<file path="src/rtl/muldiv_arb_pkg.sv">
// =====================================================================
// muldiv_arb_pkg : shared types and constants for the mul/div arbiter
// Rev 1.0
// =====================================================================
`default_nettype none

package muldiv_arb_pkg;

   typedef enum logic [2:0] {
      ST_IDLE  = 3'd0,
      ST_ISSUE = 3'd1,
      ST_WAIT  = 3'd2,
      ST_RESP  = 3'd3,
      ST_DRAIN = 3'd4
   } state_e;

   localparam logic [2:0] OP_MUL    = 3'b000;
   localparam logic [2:0] OP_MULH   = 3'b001;
   localparam logic [2:0] OP_MULHSU = 3'b010;
   localparam logic [2:0] OP_MULHU  = 3'b011;
   localparam logic [2:0] OP_DIV    = 3'b100;
   localparam logic [2:0] OP_DIVU   = 3'b101;
   localparam logic [2:0] OP_REM    = 3'b110;
   localparam logic [2:0] OP_REMU   = 3'b111;

   localparam logic [31:0] INT_MIN = 32'h8000_0000;
   localparam logic [31:0] ALL1    = 32'hFFFF_FFFF;

   // funct3[2] separates the divide family from the multiply family
   function automatic logic is_div(input logic [2:0] op);
      return op[2];
   endfunction

endpackage

`default_nettype wire

</file>
<file path="src/rtl/muldiv_arbiter_if.sv">
// =====================================================================
// muldiv_arbiter_if : requester, response and unit-side bundle
// Rev 1.0
// =====================================================================
`default_nettype none

interface muldiv_arbiter_if #(
   parameter int NUM_REQ = 2,
   parameter int XLEN    = 32
);
   logic [NUM_REQ-1:0]      req_valid_i;
   logic [NUM_REQ-1:0]      req_ready_o;
   logic [NUM_REQ*3-1:0]    req_op_i;
   logic [NUM_REQ*XLEN-1:0] req_ra_i;
   logic [NUM_REQ*XLEN-1:0] req_rb_i;
   logic [NUM_REQ*5-1:0]    req_rd_i;
   logic                    flush_i;
   logic [NUM_REQ-1:0]      rsp_valid_o;
   logic [XLEN-1:0]         rsp_result_o;
   logic [4:0]              rsp_rd_o;
   logic                    md_valid_o;
   logic [2:0]              md_op_o;
   logic [XLEN-1:0]         md_ra_o;
   logic [XLEN-1:0]         md_rb_o;
   logic                    md_ready_i;
   logic [XLEN-1:0]         md_result_i;
   logic                    busy_o;

   modport master (
      input  req_valid_i, req_op_i, req_ra_i, req_rb_i, req_rd_i, flush_i,
             md_ready_i, md_result_i,
      output req_ready_o, rsp_valid_o, rsp_result_o, rsp_rd_o,
             md_valid_o, md_op_o, md_ra_o, md_rb_o, busy_o
   );

   modport slave (
      output req_valid_i, req_op_i, req_ra_i, req_rb_i, req_rd_i, flush_i,
             md_ready_i, md_result_i,
      input  req_ready_o, rsp_valid_o, rsp_result_o, rsp_rd_o,
             md_valid_o, md_op_o, md_ra_o, md_rb_o, busy_o
   );
endinterface

`default_nettype wire

</file>
<file path="src/rtl/muldiv_arbiter_rr_arbiter.sv">
// =====================================================================
// rr_arbiter : one-hot grant to the first request at or after ptr
// Rev 1.0
// =====================================================================
`default_nettype none

module rr_arbiter #(
   parameter  int NUM_REQ = 2,
   localparam int PTR_W   = (NUM_REQ > 1) ? $clog2(NUM_REQ) : 1
) (
   input  logic [NUM_REQ-1:0] req,
   input  logic [PTR_W-1:0]   ptr,
   output logic [NUM_REQ-1:0] grant
);

   logic [PTR_W:0]   sum;
   logic [PTR_W-1:0] idx;
   logic             found;

   always_comb begin
      grant = '0;
      found = 1'b0;
      sum   = '0;
      idx   = '0;
      for (int i = 0; i < NUM_REQ; i++) begin
         // one extra bit holds ptr+i before the wrap back into range
         sum = {1'b0, ptr} + (PTR_W+1)'(i);
         if (sum >= (PTR_W+1)'(NUM_REQ)) begin
            sum = sum - (PTR_W+1)'(NUM_REQ);
         end
         idx = sum[PTR_W-1:0];
         if (!found && req[idx]) begin
            grant[idx] = 1'b1;
            found      = 1'b1;
         end
      end
   end

endmodule

`default_nettype wire

</file>
<file path="src/rtl/muldiv_arbiter.sv">
// =====================================================================
// muldiv_arbiter : round-robin sharing of one iterative RV32M unit
// Rev 1.0
// =====================================================================
`default_nettype none

module muldiv_arbiter #(
   parameter  int NUM_REQ = 2,
   parameter  int XLEN    = 32,
   localparam int PTR_W   = (NUM_REQ > 1) ? $clog2(NUM_REQ) : 1
) (
   input  logic              clk,
   input  logic              resetn,
   muldiv_arbiter_if.master  bus
);
   import muldiv_arb_pkg::*;

   localparam logic [XLEN-1:0] MIN_NEG  = {1'b1, {(XLEN-1){1'b0}}};
   localparam logic [XLEN-1:0] ALL_ONES = {XLEN{1'b1}};

   state_e             state, state_nxt;
   logic [PTR_W-1:0]   rr_ptr, owner, sel_owner;
   logic [2:0]         op_q, sel_op;
   logic [XLEN-1:0]    ra_q, rb_q, result_q, sel_ra, sel_rb, corner_val;
   logic [4:0]         rd_q, sel_rd;
   logic [NUM_REQ-1:0] req_masked, grant;
   logic               handshake, corner_hit, rsp_fire;

   // grants only exist in IDLE and are withheld for a cycle on flush
   assign req_masked = (state == ST_IDLE && !bus.flush_i) ? bus.req_valid_i : '0;

   rr_arbiter #(.NUM_REQ(NUM_REQ)) u_rr_arbiter (
      .req   (req_masked),
      .ptr   (rr_ptr),
      .grant (grant)
   );

   assign handshake = |grant;

   always_comb begin
      sel_owner = '0;
      sel_op    = '0;
      sel_ra    = '0;
      sel_rb    = '0;
      sel_rd    = '0;
      for (int i = 0; i < NUM_REQ; i++) begin
         if (grant[i]) begin
            sel_owner = PTR_W'(i);
            sel_op    = bus.req_op_i[i*3 +: 3];
            sel_ra    = bus.req_ra_i[i*XLEN +: XLEN];
            sel_rb    = bus.req_rb_i[i*XLEN +: XLEN];
            sel_rd    = bus.req_rd_i[i*5 +: 5];
         end
      end
   end

   // divide corner cases resolved here so the unit never sees them
   always_comb begin
      corner_hit = 1'b0;
      corner_val = '0;
      if (is_div(sel_op)) begin
         if (sel_rb == '0) begin
            corner_hit = 1'b1;
            corner_val = sel_op[1] ? sel_ra : ALL_ONES;
         end else if (!sel_op[0] && sel_ra == MIN_NEG && sel_rb == ALL_ONES) begin
            corner_hit = 1'b1;
            corner_val = sel_op[1] ? '0 : MIN_NEG;
         end
      end
   end

   always_ff @(posedge clk or negedge resetn) begin
      if (!resetn) begin
         state <= ST_IDLE;
      end else begin
         state <= state_nxt;
      end
   end

   always_comb begin
      state_nxt = state;
      rsp_fire  = 1'b0;
      case (state)
         ST_IDLE: begin
            if (handshake) begin
               state_nxt = corner_hit ? ST_RESP : ST_ISSUE;
            end
         end
         ST_ISSUE: state_nxt = bus.flush_i ? ST_DRAIN : ST_WAIT;
         ST_WAIT: begin
            if (bus.flush_i) begin
               state_nxt = bus.md_ready_i ? ST_IDLE : ST_DRAIN;
            end else if (bus.md_ready_i) begin
               state_nxt = ST_RESP;
            end
         end
         ST_RESP: begin
            rsp_fire  = !bus.flush_i;
            state_nxt = ST_IDLE;
         end
         ST_DRAIN: begin
            if (bus.md_ready_i) begin
               state_nxt = ST_IDLE;
            end
         end
         default: state_nxt = ST_IDLE;
      endcase
   end

   always_ff @(posedge clk or negedge resetn) begin
      if (!resetn) begin
         rr_ptr   <= '0;
         owner    <= '0;
         op_q     <= '0;
         ra_q     <= '0;
         rb_q     <= '0;
         rd_q     <= '0;
         result_q <= '0;
      end else begin
         if (state == ST_IDLE && handshake) begin
            owner    <= sel_owner;
            op_q     <= sel_op;
            ra_q     <= sel_ra;
            rb_q     <= sel_rb;
            rd_q     <= sel_rd;
            result_q <= corner_val;
         end
         if (state == ST_WAIT && bus.md_ready_i && !bus.flush_i) begin
            result_q <= bus.md_result_i;
         end
         // every return to IDLE, served or abandoned, moves past the owner
         if (state != ST_IDLE && state_nxt == ST_IDLE) begin
            rr_ptr <= (owner == PTR_W'(NUM_REQ-1)) ? '0 : owner + PTR_W'(1);
         end
      end
   end

   assign bus.req_ready_o  = grant;
   assign bus.busy_o       = (state != ST_IDLE);
   assign bus.md_valid_o   = (state == ST_ISSUE);
   assign bus.md_op_o      = (state == ST_ISSUE) ? op_q : '0;
   assign bus.md_ra_o      = (state == ST_ISSUE) ? ra_q : '0;
   assign bus.md_rb_o      = (state == ST_ISSUE) ? rb_q : '0;
   assign bus.rsp_valid_o  = rsp_fire ? (NUM_REQ'(1) << owner) : '0;
   assign bus.rsp_result_o = (rsp_fire && rd_q != 5'd0) ? result_q : '0;
   assign bus.rsp_rd_o     = rsp_fire ? rd_q : 5'd0;

endmodule

`default_nettype wire

</file>
<file path="src/flat_wrapper.sv">
// flat-port wrapper written by rule: the top's interface ports become plain ports
module muldiv_arbiter_flat import muldiv_arb_pkg::*;
#(
   parameter  int NUM_REQ = 2,
   parameter  int XLEN    = 32,
   localparam int PTR_W   = (NUM_REQ > 1) ? $clog2(NUM_REQ) : 1
)
  (clk, resetn, bus_req_valid_i, bus_req_op_i, bus_req_ra_i, bus_req_rb_i, bus_req_rd_i, bus_flush_i, bus_md_ready_i, bus_md_result_i, bus_req_ready_o, bus_rsp_valid_o, bus_rsp_result_o, bus_rsp_rd_o, bus_md_valid_o, bus_md_op_o, bus_md_ra_o, bus_md_rb_o, bus_busy_o);
  muldiv_arbiter_if #(.NUM_REQ(NUM_REQ), .XLEN(XLEN)) bus_i ();
  input  logic clk;
  input  logic resetn;
  input wire logic [$bits(bus_i.req_valid_i)-1:0] bus_req_valid_i;
  input wire logic [$bits(bus_i.req_op_i)-1:0] bus_req_op_i;
  input wire logic [$bits(bus_i.req_ra_i)-1:0] bus_req_ra_i;
  input wire logic [$bits(bus_i.req_rb_i)-1:0] bus_req_rb_i;
  input wire logic [$bits(bus_i.req_rd_i)-1:0] bus_req_rd_i;
  input wire logic [$bits(bus_i.flush_i)-1:0] bus_flush_i;
  input wire logic [$bits(bus_i.md_ready_i)-1:0] bus_md_ready_i;
  input wire logic [$bits(bus_i.md_result_i)-1:0] bus_md_result_i;
  output wire logic [$bits(bus_i.req_ready_o)-1:0] bus_req_ready_o;
  output wire logic [$bits(bus_i.rsp_valid_o)-1:0] bus_rsp_valid_o;
  output wire logic [$bits(bus_i.rsp_result_o)-1:0] bus_rsp_result_o;
  output wire logic [$bits(bus_i.rsp_rd_o)-1:0] bus_rsp_rd_o;
  output wire logic [$bits(bus_i.md_valid_o)-1:0] bus_md_valid_o;
  output wire logic [$bits(bus_i.md_op_o)-1:0] bus_md_op_o;
  output wire logic [$bits(bus_i.md_ra_o)-1:0] bus_md_ra_o;
  output wire logic [$bits(bus_i.md_rb_o)-1:0] bus_md_rb_o;
  output wire logic [$bits(bus_i.busy_o)-1:0] bus_busy_o;
  assign bus_i.req_valid_i = bus_req_valid_i;
  assign bus_i.req_op_i = bus_req_op_i;
  assign bus_i.req_ra_i = bus_req_ra_i;
  assign bus_i.req_rb_i = bus_req_rb_i;
  assign bus_i.req_rd_i = bus_req_rd_i;
  assign bus_i.flush_i = bus_flush_i;
  assign bus_i.md_ready_i = bus_md_ready_i;
  assign bus_i.md_result_i = bus_md_result_i;
  assign bus_req_ready_o = bus_i.req_ready_o;
  assign bus_rsp_valid_o = bus_i.rsp_valid_o;
  assign bus_rsp_result_o = bus_i.rsp_result_o;
  assign bus_rsp_rd_o = bus_i.rsp_rd_o;
  assign bus_md_valid_o = bus_i.md_valid_o;
  assign bus_md_op_o = bus_i.md_op_o;
  assign bus_md_ra_o = bus_i.md_ra_o;
  assign bus_md_rb_o = bus_i.md_rb_o;
  assign bus_busy_o = bus_i.busy_o;
  muldiv_arbiter #(.NUM_REQ(NUM_REQ), .XLEN(XLEN)) u_core (.clk(clk), .resetn(resetn), .bus(bus_i));
endmodule
</file>
<file path="config.mk">
export PLATFORM = sky130hd
export DESIGN_NAME = muldiv_arbiter_flat
export DESIGN_NICKNAME = d
export VERILOG_FILES = /design/src/rtl/muldiv_arb_pkg.sv /design/src/rtl/muldiv_arbiter_if.sv /design/src/rtl/muldiv_arbiter_rr_arbiter.sv /design/src/rtl/muldiv_arbiter.sv /design/src/flat_wrapper.sv
export SDC_FILE = /design/constraint.sdc
export NUM_CORES = 1
export LEC_CHECK = 0
export ABC_AREA = 1
export CORE_ASPECT_RATIO = 0.9
export CORE_UTILIZATION = 40
export DETAILED_ROUTE_END_ITERATION = 12
export DONT_BUFFER_PORTS = 1
export GPL_ROUTABILITY_DRIVEN = 0
export PLACE_DENSITY = 0.64
export SYNTH_ARGS = -nofsm -noshare
export SYNTH_HDL_FRONTEND = slang
export SYNTH_SLANG_ARGS = --single-unit
</file>
<file path="constraint.sdc">
create_clock -name clk -period 2.3 [get_ports clk]
set_input_delay 0.115 -clock clk [delete_from_list [all_inputs] [get_ports clk]]
set_output_delay 0.115 -clock clk [all_outputs]
set_load 0.01 [all_outputs]
</file>
==> results.sh <==
export IMPL_status="finished with violations"
export IMPL_violations="negative hold slack"
export IMPL_synth_area_um2=6490
export IMPL_yosys_area_top_type="dfrtp_1"
export IMPL_wl_per_cell_um=18.7
export IMPL_rr_worst_depth=15
export IMPL_area_growth_pct=25.7
export IMPL_min_period_ns=2.18
export IMPL_cts_made_buffers=9
export IMPL_clock_path_buffers=2
export IMPL_leakage_nw=3.92
export IMPL_fin_crit_sh=0.949
export IMPL_relSlewSlack=0.264
export IMPL_hold_class="in -> async"
export IMPL_overflow=0
export IMPL_row_count=43
export IMPL_ys_warnings_count=0
export IMPL_yosysSeqAreaShare=0.420
export IMPL_postRouteAntennaNets=0
export IMPL_vias=6424
export IMPL_clockRootBuffer="clkbuf_16"
export IMPL_synthCells=918
export IMPL_slew_viol_final=0
export IMPL_synth_top_cell_area_share=0.420
export IMPL_clk_latency_ns=0.36
export IMPL_avgViaCountPerCell=5.40
export IMPL_antenna_found_initial=0
export IMPL_antennaDiodeCount=0
export IMPL_pre_cts_ws_ns=-0.0367
export IMPL_fin_area_um2=8160
export IMPL_ir_drop_v=0.000650
export IMPL_fill_cells=1532
export IMPL_power_density_nw_per_um2=1140
export IMPL_path_class="reg -> reg"
export IMPL_htree_levels=3
export IMPL_dp_hpwl_um=15000
export IMPL_drive_gt1_frac=0.138
export IMPL_placed_area_um2=6920
export IMPL_crit_path_end_kind="flip-flop"
export IMPL_drt_initial_drc_count=466
export IMPL_synth_avg_cell_area_um2=7.07
export IMPL_hold_viol=109
export IMPL_path_max_fanout=10
export IMPL_first_pass_iters=5
export IMPL_total_power_w=0.00928
export IMPL_cts_clk_slew_worst_paths_ns=0.07
export IMPL_portBuffers=0
export IMPL_critPathRequiredTime_ns=2.57
export IMPL_ios=292
export IMPL_start_util=0.415
export IMPL_finClkSkew_ns=0.00855
export IMPL_drc=0
export IMPL_max_cap_violations=0
export IMPL_start_kind="flip-flop"
export IMPL_r2r_slack_ns=0.12
export IMPL_clock_fmax_mhz=458
export IMPL_syn_num_nets=1100
export IMPL_die_h_um=123
export IMPL_wl_um=22200
export IMPL_final_nets=1165
export IMPL_ys_types=25
export IMPL_whs_ns=-0.551
export IMPL_core_area_um2=15700
export IMPL_clock_sinks=109
export IMPL_cts_tree="yes"
export IMPL_grt_first_pass_wirelength_um=32600
export IMPL_grt_use_total=0.259
export IMPL_postCtsHoldBufs=55
export IMPL_die_w_um=136
export IMPL_rsz0062_at_grt="yes"
export IMPL_regToRegEndpoint="u_core.result_q[17]"
export IMPL_setup_ws_ns=0.117
export IMPL_ys_top_cells_by_area="dfrtp_1 (42%), nor2_1 (10%), nand2_1 (9.9%)"
export IMPL_grt_pass1_vias=6000
export IMPL_final_cell_mix="nor2_1 (164), inv_1 (161), nand2_1 (160)"
export IMPL_ys_ff_latch=109
export IMPL_dieArea_um2=16700
export IMPL_tightest_slew_ns=1.10
export IMPL_r2r_start="u_core.state[2]"
export IMPL_cp_arrival_ns=2.45
export IMPL_tns_ns=0
export IMPL_finalSetupViolations=0
export IMPL_layout_commonest_cell="nor2_1"
export IMPL_grt_max_degree=110
## through the flow
step | instances | utilization
after floorplan | 918 | -
after global placement | 1109 | 0.442
after detailed placement | 1109 | 0.442
after CTS | 1180 | 0.496
after global routing | 1190 | 0.521
final | 1190 | 0.521
## critical path: stages, from the launching register on
cell and delay (ns):
dfrtp_1 0.40, nor2_4 0.06, nand2_2 0.09, nor2_4 0.06
buf_12 0.14, buf_12 0.14, nand2_1 0.08, o21ai_1 0.09
inv_1 0.08, nand4_1 0.09, nor2_2 0.18, nand2_1 0.08
nor2_2 0.14, nand2_4 0.12, clkbuf_16 0.18, o221ai_1 0.14
## flip-flops by register name (all words and copies together) (netlist names)
signal and cells:
u_core.rd_q 5, u_core.state 3, u_core.owner 1, u_core.op_q 3, u_core.rb_q 32, u_core.rr_ptr 1
u_core.result_q 32, u_core.ra_q 32
## area by class of cell
class | instances | area, um2 | area share
clock inverters | 5 | 61.3 | 0.00751
well taps | 202 | 253 | 0.0310
inverters | 171 | 642 | 0.0787
multi-input cells | 580 | 3010 | 0.368
repair buffers | 112 | 1240 | 0.152
clock buffers | 11 | 233 | 0.0285
flip-flops and latches | 109 | 2730 | 0.334
## cells in the mapped netlist
| cell | number |
|---|---|
| nor3_1 | 2 |
| inv_2 | 4 |
| nand4_1 | 46 |
| o21ai_0 | 45 |
| nand2_2 | 1 |
| nand3_1 | 62 |
| o221ai_1 | 21 |
| inv_1 | 167 |
| nor2_1 | 174 |
| buf_2 | 18 |
| nor2_4 | 2 |
| clkbuf_1 | 29 |
| o221ai_2 | 10 |
| dfrtp_1 | 109 |
| buf_6 | 6 |
| a22o_1 | 3 |
| o211ai_1 | 5 |
| buf_1 | 2 |
| o22ai_1 | 1 |
| o21bai_1 | 32 |
| a21oi_1 | 1 |
| buf_4 | 3 |
| nand2_1 | 171 |
| nor2_2 | 1 |
| o21ai_1 | 3 |
## worst max-delay path by stage
stage / from / end / depth (start not counted)
final: u_core.state[2] / u_core.result_q[17] / 15
after global routing: u_core.rr_ptr / u_core.rr_ptr / 17
after CTS: u_core.state[0] / u_core.result_q[22] / 11
after detailed placement: u_core.state[0] / u_core.rr_ptr / 17
after global placement: u_core.state[0] / u_core.rr_ptr / 18
after floorplan: u_core.state[2] / u_core.result_q[11] / 10
## metal layers
metal | wire [um] | part of all wire | GRT usage
met1 | 9360 | 0.42 | 0.336
met4 | 614 | 0.028 | 0.0972
met2 | 10600 | 0.48 | 0.423
met3 | 1630 | 0.073 | 0.0529
met5 | 0 | 0 | 0
## cell families after synthesis
family	count (synthesis)	share of synthesized area
buf+inv	229	0.145
compound gates	121	0.137
flops	109	0.420
simple gates	459	0.298
## what timing repair did
item	CTS	global route
resized for setup	2	64
gates cloned	0	5
endpoints found under the hold margin	147	109
setup buffers	0	5
setup endpoints to repair	1	34
pin swaps	0	7
## power breakdown
part / internal [W] / switching [W] / total, W
clock network: 0.000848 / 0.000732 / 0.00158
registers: 0.00282 / 0.000256 / 0.00308
logic: 0.00165 / 0.00298 / 0.00463
total: 0.00532 / 0.00396 / 0.00928
(Power assumes the default switching activity.)
